--- config.mk ---
export PLATFORM = sky130hd
export DESIGN_NAME = trigger_config_tx
export DESIGN_NICKNAME = d
export VERILOG_FILES = /design/src/rtl/trigger_config_tx.sv
export SDC_FILE = /design/constraint.sdc
export NUM_CORES = 1
export LEC_CHECK = 0
export BUFFER_PORTS_ARGS = -buffer_cell sky130_fd_sc_hd__buf_2
export CAP_MARGIN = 10
export CORE_MARGIN = 5
export CORE_UTILIZATION = 54
export CTS_CLUSTER_SIZE = 28
export DETAILED_ROUTE_END_ITERATION = 16
export PLACE_DENSITY_LB_ADDON = 0.25
export SLEW_MARGIN = 25
export SYNTH_ARGS = -nofsm -noshare
export SYNTH_HDL_FRONTEND = slang
export SYNTH_SLANG_ARGS = --single-unit
--- constraint.sdc ---
create_clock -name i_clock -period 3.1 [get_ports i_clock]
set_input_delay 0.62 -clock i_clock [delete_from_list [all_inputs] [get_ports i_clock]]
set_output_delay 0.62 -clock i_clock [all_outputs]
set_load 0.005 [all_outputs]
--- src/rtl/trigger_config_tx.sv ---
// trigger_config_tx: serialises a mask/pattern pair onto the trigger's 32-bit
// setting bus as 1, mask, 0, 2, pattern, 0 and owns the trigger start line.
module trigger_config_tx #(
  parameter int HOLD   = 2,
  parameter int SETTLE = 2
) (
  input  logic        i_clock,
  input  logic        i_reset,
  input  logic [31:0] i_cfg_mask,
  input  logic [31:0] i_cfg_pattern,
  input  logic        i_cfg_valid,
  output logic        o_cfg_ready,
  input  logic        i_arm,
  input  logic        i_disarm,
  output logic [31:0] o_setting,
  output logic        o_start,
  output logic        o_busy,
  output logic        o_done,
  output logic        o_err
);

  localparam int MAXC = (HOLD > SETTLE) ? HOLD : SETTLE;
  localparam int CW   = (MAXC > 1) ? $clog2(MAXC) : 1;
  localparam logic [CW-1:0] HOLD_RELOAD   = CW'(HOLD - 1);
  localparam logic [CW-1:0] SETTLE_RELOAD = CW'(SETTLE - 1);
  localparam bit            SETTLE_ONE    = (SETTLE == 1);

  typedef enum logic [2:0] {
    S_IDLE, S_CMD_M, S_VAL_M, S_END_M, S_CMD_P, S_VAL_P, S_END_P, S_SETTLE
  } state_t;

  state_t         r_state;
  logic [CW-1:0]  r_cnt;
  logic [31:0]    r_setting;
  logic [31:0]    r_mask;
  logic [31:0]    r_pattern;
  logic           r_ready;
  logic           r_busy;
  logic           r_done;
  logic           r_err;
  logic           r_start;
  logic           r_arm_pending;

  logic w_fire;
  logic w_bad;
  logic w_accept;
  logic w_last;
  logic w_finish;
  logic w_done_next;

  // The receiver only latches on word changes and uses 0 as terminator, so a
  // mask equal to the mask command (1) or a pattern equal to the pattern
  // command (2), or either being 0, would be misread.
  assign w_fire   = i_cfg_valid && r_ready;
  assign w_bad    = (i_cfg_mask == 32'd0) || (i_cfg_mask == 32'd1) ||
                    (i_cfg_pattern == 32'd0) || (i_cfg_pattern == 32'd2);
  assign w_accept = w_fire && !w_bad;
  assign w_last   = (r_cnt == '0);
  assign w_finish = (r_state == S_SETTLE) && w_last;
  // done must coincide with the final SETTLE cycle, so it is raised on entry to it
  assign w_done_next = (SETTLE_ONE && (r_state == S_END_P) && w_last) ||
                       (!SETTLE_ONE && (r_state == S_SETTLE) && (r_cnt == CW'(1)));

  // Sequencer: walks the six command words, each held HOLD cycles, then settles
  always_ff @(posedge i_clock) begin
    if (i_reset) begin
      r_state   <= S_IDLE;
      r_cnt     <= '0;
      r_setting <= '0;
      r_mask    <= '0;
      r_pattern <= '0;
      r_ready   <= 1'b0;
      r_busy    <= 1'b0;
      r_done    <= 1'b0;
      r_err     <= 1'b0;
    end else begin
      r_done <= w_done_next;
      r_err  <= w_fire && w_bad;
      if (r_state == S_IDLE) begin
        r_ready <= 1'b1;
        if (w_accept) begin
          r_mask    <= i_cfg_mask;
          r_pattern <= i_cfg_pattern;
          r_state   <= S_CMD_M;
          r_setting <= 32'd1;
          r_cnt     <= HOLD_RELOAD;
          r_busy    <= 1'b1;
          r_ready   <= 1'b0;
        end
      end else if (!w_last) begin
        r_cnt <= r_cnt - 1'b1;
      end else begin
        r_cnt <= HOLD_RELOAD;
        case (r_state)
          S_CMD_M: begin r_state <= S_VAL_M; r_setting <= r_mask;    end
          S_VAL_M: begin r_state <= S_END_M; r_setting <= 32'd0;     end
          S_END_M: begin r_state <= S_CMD_P; r_setting <= 32'd2;     end
          S_CMD_P: begin r_state <= S_VAL_P; r_setting <= r_pattern; end
          S_VAL_P: begin r_state <= S_END_P; r_setting <= 32'd0;     end
          S_END_P: begin
            r_state   <= S_SETTLE;
            r_setting <= 32'd0;
            r_cnt     <= SETTLE_RELOAD;
          end
          default: begin
            r_state <= S_IDLE;
            r_busy  <= 1'b0;
            r_ready <= 1'b1;
          end
        endcase
      end
    end
  end

  // Start line: disarm dominates, reprogramming drops it, arms during a
  // sequence are deferred until the sequence finishes
  always_ff @(posedge i_clock) begin
    if (i_reset) begin
      r_start       <= 1'b0;
      r_arm_pending <= 1'b0;
    end else if (i_disarm) begin
      r_start       <= 1'b0;
      r_arm_pending <= 1'b0;
    end else if (w_accept) begin
      r_start       <= 1'b0;
      r_arm_pending <= i_arm;
    end else if (w_finish && (r_arm_pending || i_arm)) begin
      r_start       <= 1'b1;
      r_arm_pending <= 1'b0;
    end else if (i_arm) begin
      if (r_state == S_IDLE) r_start <= 1'b1;
      else                   r_arm_pending <= 1'b1;
    end
  end

  assign o_cfg_ready = r_ready;
  assign o_setting   = r_setting;
  assign o_start     = r_start;
  assign o_busy      = r_busy;
  assign o_done      = r_done;
  assign o_err       = r_err;

endmodule
==> reports/results.ini, run 1 <==
[run_status]
outcome = finished clean

[drt]
drc_errors = 0
routed_wl_um = 12000
postRouteAntennaNets = 0
drt-wirelength-per-cell_um = 16.4
via_per_inst = 5.98
vias = 4364
drtIter0Drc = 254
drtPass1Iterations = 5

[synth]
synth_area_leaders = dfxtp_1 46%, o21ai_0 7.4%, a21oi_1 7.2%
synthFlopType = dfxtp_1
yosys-top-cells-count = 106 x dfxtp_1, 69 x o21ai_0, 67 x a21oi_1, 65 x nand3_1, 42 x clkbuf_1
synth-edff-count = 0
yosysWarnings = 0
synth_top_cell_area_share_pct = 45.7
synth_seq_area_share_pct = 45.7
syn_nets = 615
synth_area_per_cell_um2 = 8.50
netlist_area_mm2 = 0.00464
yosysMostFrequentCell = dfxtp_1
synthArstFlopShare_pct = 0
synth_largest_area_cell = dfxtp_1
synth_cell_type_count = 31
ys_ff_latch = 106
syn_inst = 546

[critical_path]
arrival_ns = 2.85
worstSetupPathType = primary input to flip-flop
r2r_cells = 6
rrSetupSlack_ns = 0.93
critPathMaxFanout = 16
crit_path_end_kind = flip-flop
timing.rr.end = o_setting[22]
r2r-start = r_state[1]
crit_required_ns = 3.35
start_kind = primary input

[global_route]
antenna_found_initial = 0
grt_usage_pct = 22.8
grt_first_pass_wirelength_um = 19400
grt_max_degree = 71
gr-total-overflow = 0
grt_pass1_vias = 4034

[timing]
tightest_slew_ns = 0.714
slew_viol_final = 0
post-route-min-period_ns = 2.59
hold_viol = 0
slew_headroom_pct = 52.4
rsz0062_at_grt = no
fin_crit_sh_pct = 83.6
fin_skew_ns = 0.00953
fmaxAchievable_mhz = 386
fin_setup_tns_ns = 0
setup_viol = 0

[floorplan]
initial_core_util_pct = 55.9
die_h_um = 103
die_area_mm2 = 0.0105
die_w_um = 103
boundaryPins = 106
rows = 33
core_mm2 = 0.00830

[layout]
drive_gt1_share_pct = 27.2
nets = 690
syn_to_final_growth_pct = 17.8
fillCellCount = 719
postLayoutCoreUtil_pct = 65.8
n_antenna_cell = 0

[placement]
portBuffers = 105
hpwl_um = 8090
globalplace.congestion = 0.798

[power]
p_leak_uw = 0.00212
power_density_mw_per_mm2 = 746
ir_drop_mv = 0.397

[cts]
ctsLongestPathBuffers = 2
cts_root_buf = clkbuf_8
postCtsSetupBuffers = 0
clk_pin_slew_ns = 0.10
cts_sinks = 106
cts_buffers = 9
cts_resized = 0
htreeDepth = 3
clk_latency_ns = 0.36
ctsHoldBuffers = 0
cts_tree = yes

[min_path]
min_path_cells = 2
hp-class = primary input to flip-flop
hold_path_end = r_arm_pending
min_from = i_disarm

[flow_run]
maxCapViolations = 0

==> worst max-delay path by stage <==
stage | from | end | slack [ns] | cells after the start
3_5_place_dp | i_cfg_pattern[2] | o_setting[22] | 0.14 | 7
4_1_cts | i_cfg_pattern[2] | o_setting[26] | 0.52 | 7
6_report | i_cfg_pattern[2] | o_setting[22] | 0.51 | 7
2_1_floorplan | i_cfg_mask[1] | o_setting[1] | 0.78 | 7
5_1_grt | i_cfg_pattern[2] | o_setting[16] | 0.44 | 7
3_3_place_gp | i_cfg_pattern[2] | o_setting[21] | 0.19 | 7
==> power breakdown <==
group	total (uW)	switching [uW]	internal (uW)	leakage, uW
clock	929	454	475	0.000106
sequential	1660	129	1530	0.000860
combinational	1490	964	524	0.00116
total	4080	1550	2530	0.00212
==> cells by family after synthesis <==
group / Yosys count / share of synthesized area (%)
flip-flops: 106 / 45.7
AO/OA/AOI/OAI: 176 / 21.6
AND/OR/NAND/NOR: 169 / 18.9
buffers and inverters: 60 / 5.42
XOR/XNOR: 2 / 0.378
multiplexers: 32 / 7.77
adder cells (fa/ha/maj): 1 / 0.216
==> routing by layer <==
metal | vias up | track usage [%] | part of all wire [%]
met5 | - | 0 | 0
met4 | 0 | 5.15 | 1.1
met3 | 11 | 4.13 | 7.5
met2 | 170 | 36.6 | 47
met1 | 2071 | 32.2 | 44
li1 | 2112 | - | -
==> stage by stage <==
stage / setup slack (ns) / instance area [um2] / total power (uW) / std cells / hold WS (ns)
after floorplan: 0.778 / 4640 / 2750 / 546 / 0.450
after global routing: 0.442 / 5460 / 4310 / 730 / 0.422
after CTS: 0.516 / 5460 / 4070 / 730 / 0.424
final: 0.508 / 5460 / 4080 / 730 / 0.441
after detailed placement: 0.143 / 5250 / 3160 / 715 / 0.466
after global placement: 0.189 / 5250 / 3140 / 715 / 0.461
==> state kept, by name, summed over array words and instances, names as in the netlist <==
name	count
r_cnt	1
o_busy	1
r_mask	32
r_state	3
o_err	1
r_pattern	32
o_setting	32
o_done	1
o_cfg_ready	1
o_start	1
r_arm_pending	1
==> worst max-delay path: stages <==
cell and delay [ns]:
buf_2 0.10, nor4_1 0.54, nand4_1 0.33, o221a_2 0.36, a22oi_4 0.23, buf_4 0.28, mux2_2 0.37
==> layout make-up <==
cell class	count	area [um2]	area share (%)
inverter	3	11.3	0.206
timing repair buffer	121	686	12.5
sequential	106	2120	38.8
multi-input combinational	380	2300	42.0
clock inverter	4	76.3	1.40
tap	105	131	2.40
clock buffer	11	141	2.59
==> cell usage in the layout, fill, tap and decap left out, types with 2 or more instances in the layout <==
cell type / n
a211oi_1: 4
a21oi_1: 67
a22oi_1: 31
buf_12: 3
buf_2: 104
buf_4: 14
bufinv_16: 2
clkbuf_8: 10
dfxtp_1: 106
inv_1: 3
mux2_1: 3
mux2_2: 29
nand2_1: 3
nand3_1: 65
nand4_1: 4
nor2_1: 36
nor2b_1: 33
nor3_1: 6
nor4_1: 15
o21ai_0: 69
xnor2_1: 2
Power figures use the tool's default switching activity.
==> inputs of run 2 (changes only) <==
==> constraint.sdc (replaced) <==
create_clock -name i_clock -period 2.45 [get_ports i_clock]
set_input_delay 0.49 -clock i_clock [delete_from_list [all_inputs] [get_ports i_clock]]
set_output_delay 0.49 -clock i_clock [all_outputs]
set_load 0.005 [all_outputs]
==> run 2 against run 1 <==
  * Clock power increased by 13%
  * Design area up 1.1%
  * Power grew 24%
  * Combinational power is 28% higher
  * First-iteration DRC count shrank 3.9%
  * Global-route usage rose by 0.86 points
  * Via count rose by 1.2%
  * Wire length rose by 2.9%
  * Critical path type unchanged
==> reports/results.ini, run 2 (synthesis gave the netlist of run 1 again) <==
[run_status]
outcome = finished clean

[layout]
fillCellCount = 736  ; +2.4%
multi_input_area_mm2 = 0.00230  ; unchanged
nets = 701  ; +1.6%
layout_commonest_cell = dfxtp_1
area.sequential_mm2 = 0.00212  ; unchanged
layout_common_cells = 106 x dfxtp_1, 104 x buf_2, 69 x o21ai_0
n_antenna_cell = 0  ; unchanged
fin_area_mm2 = 0.00552  ; +1.1%
drive_gt1_share_pct = 28.7  ; +1.5 points
syn_to_final_growth_pct = 19.1

[drt]
drtIter0Drc = 244  ; -3.9%
via_per_inst = 5.95  ; -0.44%
drc_errors = 0  ; unchanged
vias = 4416  ; +1.2%
drtPass1Iterations = 5  ; unchanged
drt-wirelength-per-cell_um = 16.6  ; +1.2%
routed_wl_um = 12300  ; +2.9%
postRouteAntennaNets = 0  ; unchanged

[critical_path]
start_kind = primary input
timing.rr.end = r_arm_pending
r2r-start = o_cfg_ready
arrival_ns = 2.46  ; -0.39 ns
rrSetupSlack_ns = 0.40  ; -0.53 ns
r2r_cells = 6  ; unchanged
crit_path_end_kind = flip-flop
critPathMaxFanout = 11  ; -5
crit_required_ns = 2.71  ; -0.64 ns
worstSetupPathType = primary input to flip-flop

[timing]
fin_crit_sh_pct = 89.9
slew_headroom_pct = 53.4  ; +1.1 points
rsz0062_at_grt = no
tightest_slew_ns = 0.698  ; -0.0160 ns
post-route-min-period_ns = 2.20
slew_viol_final = 0  ; unchanged
fmaxAchievable_mhz = 454
fin_ws_ns = 0.248  ; -0.260 ns
setup_viol = 0  ; unchanged
fin_skew_ns = 0.0171  ; +0.00754 ns
hold_viol = 0  ; unchanged

[placement]
place_area_mm2 = 0.00533  ; +1.6%
globalplace.congestion = 0.786  ; -1.4%
hpwl_um = 8430  ; +4.3%
portBuffers = 105  ; unchanged
pre_cts_slack_ns = -0.149  ; -0.293 ns

[power]
power_density_mw_per_mm2 = 916  ; +23%
ir_drop_mv = 0.648  ; +63%
p_leak_uw = 0.00216  ; +2.0%

[cts]
cts_tree = yes
clk_latency_ns = 0.37  ; about the same
ctsLongestPathBuffers = 2  ; unchanged
ctsHoldBuffers = 0  ; unchanged
postCtsSetupBuffers = 0  ; unchanged
cts_root_buf = clkbuf_8
cts_buffers = 9  ; unchanged
cts_sinks = 106  ; unchanged
cts_resized = 0  ; unchanged
htreeDepth = 3  ; unchanged
clk_pin_slew_ns = 0.11  ; about the same

[global_route]
grt_max_degree = 71  ; unchanged
gr-total-overflow = 0  ; unchanged
grt_usage_pct = 23.7  ; +0.86 points
antenna_found_initial = 0  ; unchanged
grt_pass1_vias = 4275  ; +6.0%
grt_first_pass_wirelength_um = 19900  ; +2.9%

[floorplan]
boundaryPins = 106  ; unchanged
die_w_um = 103  ; unchanged
rows = 33  ; unchanged
initial_core_util_pct = 55.9  ; unchanged
die_area_mm2 = 0.0105  ; unchanged
core_mm2 = 0.00830  ; unchanged
die_h_um = 103  ; unchanged

[flow_run]
maxCapViolations = 0  ; unchanged

[min_path]
hold_path_end = o_start
hp-class = primary input to flip-flop
min_from = i_disarm
min_path_cells = 2  ; unchanged

-- run 2: how the worst max path moves through the flow --
| stage | start | slack (ns) | end | cells after the start |
|---|---|---|---|---|
| 2_1_floorplan | i_cfg_mask[1] | 0.26 | o_setting[1] | 7 |
| 3_3_place_gp | i_cfg_pattern[2] | -0.07 | o_setting[21] | 8 |
| 3_5_place_dp | i_cfg_pattern[2] | -0.15 | o_setting[24] | 8 |
| 4_1_cts | i_cfg_pattern[2] | 0.25 | o_setting[26] | 8 |
| 5_1_grt | i_cfg_pattern[2] | 0.23 | o_setting[4] | 8 |
| 6_report | i_cfg_pattern[2] | 0.25 | o_setting[3] | 8 |
-- run 2: worst max-delay path: stages --
cell and delay [ns]:
buf_2 0.11, nor4_1 0.38, buf_4 0.19, nand4_1 0.13, o221a_2 0.32, a22oi_4 0.23, buf_4 0.25, mux2_2 0.35
-- run 2: per-layer routing --
metal / track usage, % / vias to the layer above / share of wire [%] / wire, um
met4: 4.74 / 0 / 0.76 / 94
met3: 5.35 / 9 / 7.2 / 887
met2: 40.3 / 156 / 50 / 6140
met1: 31.1 / 2116 / 42 / 5190
li1: - / 2135 / - / -
met5: 0 / - / 0 / 0
-- run 2: layout make-up --
class                           instances  area share [%]
Clock inverter                          5           0.793
Inverter                                3           0.204
Sequential cell                       106            38.4
Tap cell                              105            2.38
Timing Repair Buffer                  132            13.9
Clock buffer                           11            2.74
Multi-Input combinational cell        380            41.6
-- run 2: per-stage QoR --
stage,utilization [%],hold slack (ns),std cells,TNS [ns],total power [uW]
2_1_floorplan,-,0.450,546,0,3480
3_5_place_dp,64.2,0.467,726,-4.19,4020
6_report,66.6,0.293,742,0,5060
3_3_place_gp,64.2,0.460,726,-2.05,3970
5_1_grt,66.6,0.278,742,0,5370
4_1_cts,66.6,0.270,742,0,5060
-- run 2: power breakdown --
part           switching, uW  internal (uW)
Sequential               162           1940
Combinational           1240            667
Clock                    614            440
Total                   2020           3050
==> inputs of run 3 (changes only) <==
--- a/config.mk
+++ b/config.mk
@@ -8,8 +8,8 @@
 export BUFFER_PORTS_ARGS = -buffer_cell sky130_fd_sc_hd__buf_2
 export CAP_MARGIN = 10
 export CORE_MARGIN = 5
-export CORE_UTILIZATION = 54
-export CTS_CLUSTER_SIZE = 28
+export CORE_UTILIZATION = 40
+export CTS_CLUSTER_SIZE = 40
 export DETAILED_ROUTE_END_ITERATION = 16
 export PLACE_DENSITY_LB_ADDON = 0.25
 export SLEW_MARGIN = 25
==> constraint.sdc (replaced) <==
create_clock -name i_clock -period 2.45 [get_ports i_clock]
set_input_delay 0.49 -clock i_clock [delete_from_list [all_inputs] [get_ports i_clock]]
set_output_delay 0.49 -clock i_clock [all_outputs]
set_load 0.05 [all_outputs]
==> run 3 against run 2 <==
  * Register-to-register slack barely moved
  * Sequential power fell by 2%
  * Hold slack improved by 0.043 ns
  * Combinational power rose by 9.9%
  * Critical path type unchanged
  * Highest routed layer unchanged
==> reports/results.ini, run 3 (synthesis gave the netlist of run 1 again) <==
[global_route]
gr-total-overflow = 0  ; unchanged
antenna_found_initial = 0  ; unchanged
grt_first_pass_wirelength_um = 21300  ; +7.0%
grt_pass1_vias = 4359  ; +2.0%
grt_usage_pct = 18.2  ; -5.5 points
grt_max_degree = 102  ; +44%

[timing]
whs_ns = 0.335  ; +0.0426 ns
slew_viol_final = 0  ; unchanged
fin_setup_tns_ns = 0  ; unchanged
fmaxAchievable_mhz = 444  ; -2.3%
hold_viol = 0  ; unchanged
tightest_slew_ns = 0.742  ; +0.0431 ns
setup_viol = 0  ; unchanged
rsz0062_at_grt = no
slew_headroom_pct = 50.6  ; -2.9 points
fin_skew_ns = 0.0112  ; -0.00586 ns
fin_crit_sh_pct = 92.0  ; +2.1 points
post-route-min-period_ns = 2.25  ; +0.0512 ns

[drt]
drtIter0Drc = 356  ; +46%
via_per_inst = 5.67  ; -4.8%
drt-wirelength-per-cell_um = 16.6  ; about the same
drc_errors = 0  ; unchanged
vias = 4426  ; +0.23%
drtPass1Iterations = 5  ; unchanged
routed_wl_um = 13000  ; +5.2%
postRouteAntennaNets = 0  ; unchanged

[cts]
cts_sinks = 106  ; unchanged
clk_pin_slew_ns = 0.07  ; -0.04 ns
cts_buffers = 9  ; unchanged
postCtsSetupBuffers = 0  ; unchanged
ctsLongestPathBuffers = 2  ; unchanged
cts_resized = 0  ; unchanged
cts_tree = yes
htreeDepth = 3  ; unchanged
ctsHoldBuffers = 0  ; unchanged
cts_root_buf = clkbuf_16
clk_latency_ns = 0.34  ; -0.03 ns

[critical_path]
rrSetupSlack_ns = 0.41  ; about the same
crit_required_ns = 2.67  ; -0.04 ns
r2r_cells = 6  ; unchanged
arrival_ns = 2.47  ; about the same
timing.rr.end = r_arm_pending
r2r-start = o_cfg_ready
worstSetupPathType = primary input to flip-flop
crit_path_end_kind = flip-flop
start_kind = primary input
critPathMaxFanout = 20  ; +9

[floorplan]
initial_core_util_pct = 40.8  ; -15 points
core_mm2 = 0.0114  ; +37%
die_area_mm2 = 0.0139  ; +31%
die_w_um = 118  ; +15%
boundaryPins = 106  ; unchanged
rows = 39  ; +18%
die_h_um = 118  ; +15%

[min_path]
min_path_cells = 2  ; unchanged
min_from = i_disarm
hold_path_end = r_arm_pending
hp-class = primary input to flip-flop

[layout]
fillCellCount = 1124  ; +53%
drive_gt1_share_pct = 28.7  ; -0.045 points
area.sequential_mm2 = 0.00212  ; unchanged
multi_input_area_mm2 = 0.00230  ; +0.22%
layout_commonest_cell = dfxtp_1
syn_to_final_growth_pct = 22.3
layout_common_cells = 106 x dfxtp_1, 104 x buf_2, 69 x o21ai_0
n_antenna_cell = 0  ; unchanged
nets = 702  ; +0.14%

[power]
clock_power_share_pct = 24.4  ; +3.6 points
power_switching_uw = 2150  ; +6.9%
switching_share_pct = 39.2  ; -0.64 points
p_leak_uw = 0.00221  ; +2.3%
power_density_mw_per_mm2 = 968  ; +5.7%
ir_drop_mv = 0.875  ; +35%
p_comb_share_pct = 38.1  ; +0.4 points
p_int_uw = 3340  ; +9.7%
power_frac_seq_pct = 37.5  ; -4.0 points

[placement]
globalplace.congestion = 0.797  ; +1.3%
hpwl_um = 8620  ; +2.2%
portBuffers = 105  ; unchanged

[flow_run]
maxCapViolations = 0  ; unchanged

[run_status]
outcome = finished clean

## run 3: cell count changes in the layout (fill, tap and decap cells not counted), sizes merged
cell | before | now
buf | 132 | 133
clkinv | 0 | 3
clkinvlp | 2 | 1
clkbuf | 11 | 9
## run 3: through the flow
stage	util [%]	std cells	setup WS [ns]	cell area (um2)	power, uW
4_1_cts	49.9	781	0.246	5670	5520
3_3_place_gp	47.5	765	-0.0922	5400	4160
5_1_grt	49.9	781	0.104	5680	5830
6_report	49.9	781	0.197	5680	5500
2_1_floorplan	-	546	0.258	4640	3580
3_5_place_dp	47.5	765	-0.105	5400	4200
## run 3: layer usage
| layer | track usage, % | wire length [um] | vias up |
|---|---|---|---|
| met3 | 3.36 | 744 | 8 |
| li1 | - | - | 2144 |
| met4 | 5.30 | 110 | 0 |
| met1 | 25.9 | 6030 | 2133 |
| met5 | 0 | 0 | - |
| met2 | 28.0 | 6080 | 141 |
## run 3: how the worst max path moves through the flow
stage / startpoint / endpoint / slack, ns / depth (start not counted)
detailed placement: i_cfg_pattern[26] / o_setting[21] / -0.11 / 7
global placement: i_cfg_pattern[26] / o_setting[17] / -0.09 / 7
global route: i_cfg_pattern[26] / r_state[0] / 0.10 / 7
finish: i_cfg_pattern[26] / o_setting[8] / 0.20 / 7
floorplan: i_cfg_mask[1] / o_setting[1] / 0.26 / 7
CTS: i_cfg_pattern[26] / o_setting[7] / 0.25 / 7
## run 3: worst max-delay path, cell delays in order
cell and delay, ns:
buf_2 0.11, nor4_1 0.48, nand4_1 0.24, o221a_2 0.33
a22oi_4 0.26, buf_12 0.21, mux2_2 0.35
## run 3: power by group through the flow
| stage | combinational (uW) | clock (uW) | sequential (uW) |
|---|---|---|---|
| 5_1_grt | 2310 | 1440 | 2090 |
| 6_report | 2100 | 1340 | 2060 |
| 2_1_floorplan | 1430 | 0 | 2150 |
| 4_1_cts | 2110 | 1360 | 2050 |
| 3_5_place_dp | 2100 | 0 | 2090 |
| 3_3_place_gp | 2080 | 0 | 2080 |
## run 3: cell type report
cell class | count | area share (%)
clock inverters | 7 | 0.860
clock buffers | 9 | 3.97
multi-input cells | 380 | 40.5
inverters | 3 | 0.198
flip-flops and latches | 106 | 37.4
well taps | 143 | 3.15
repair buffers | 133 | 13.9
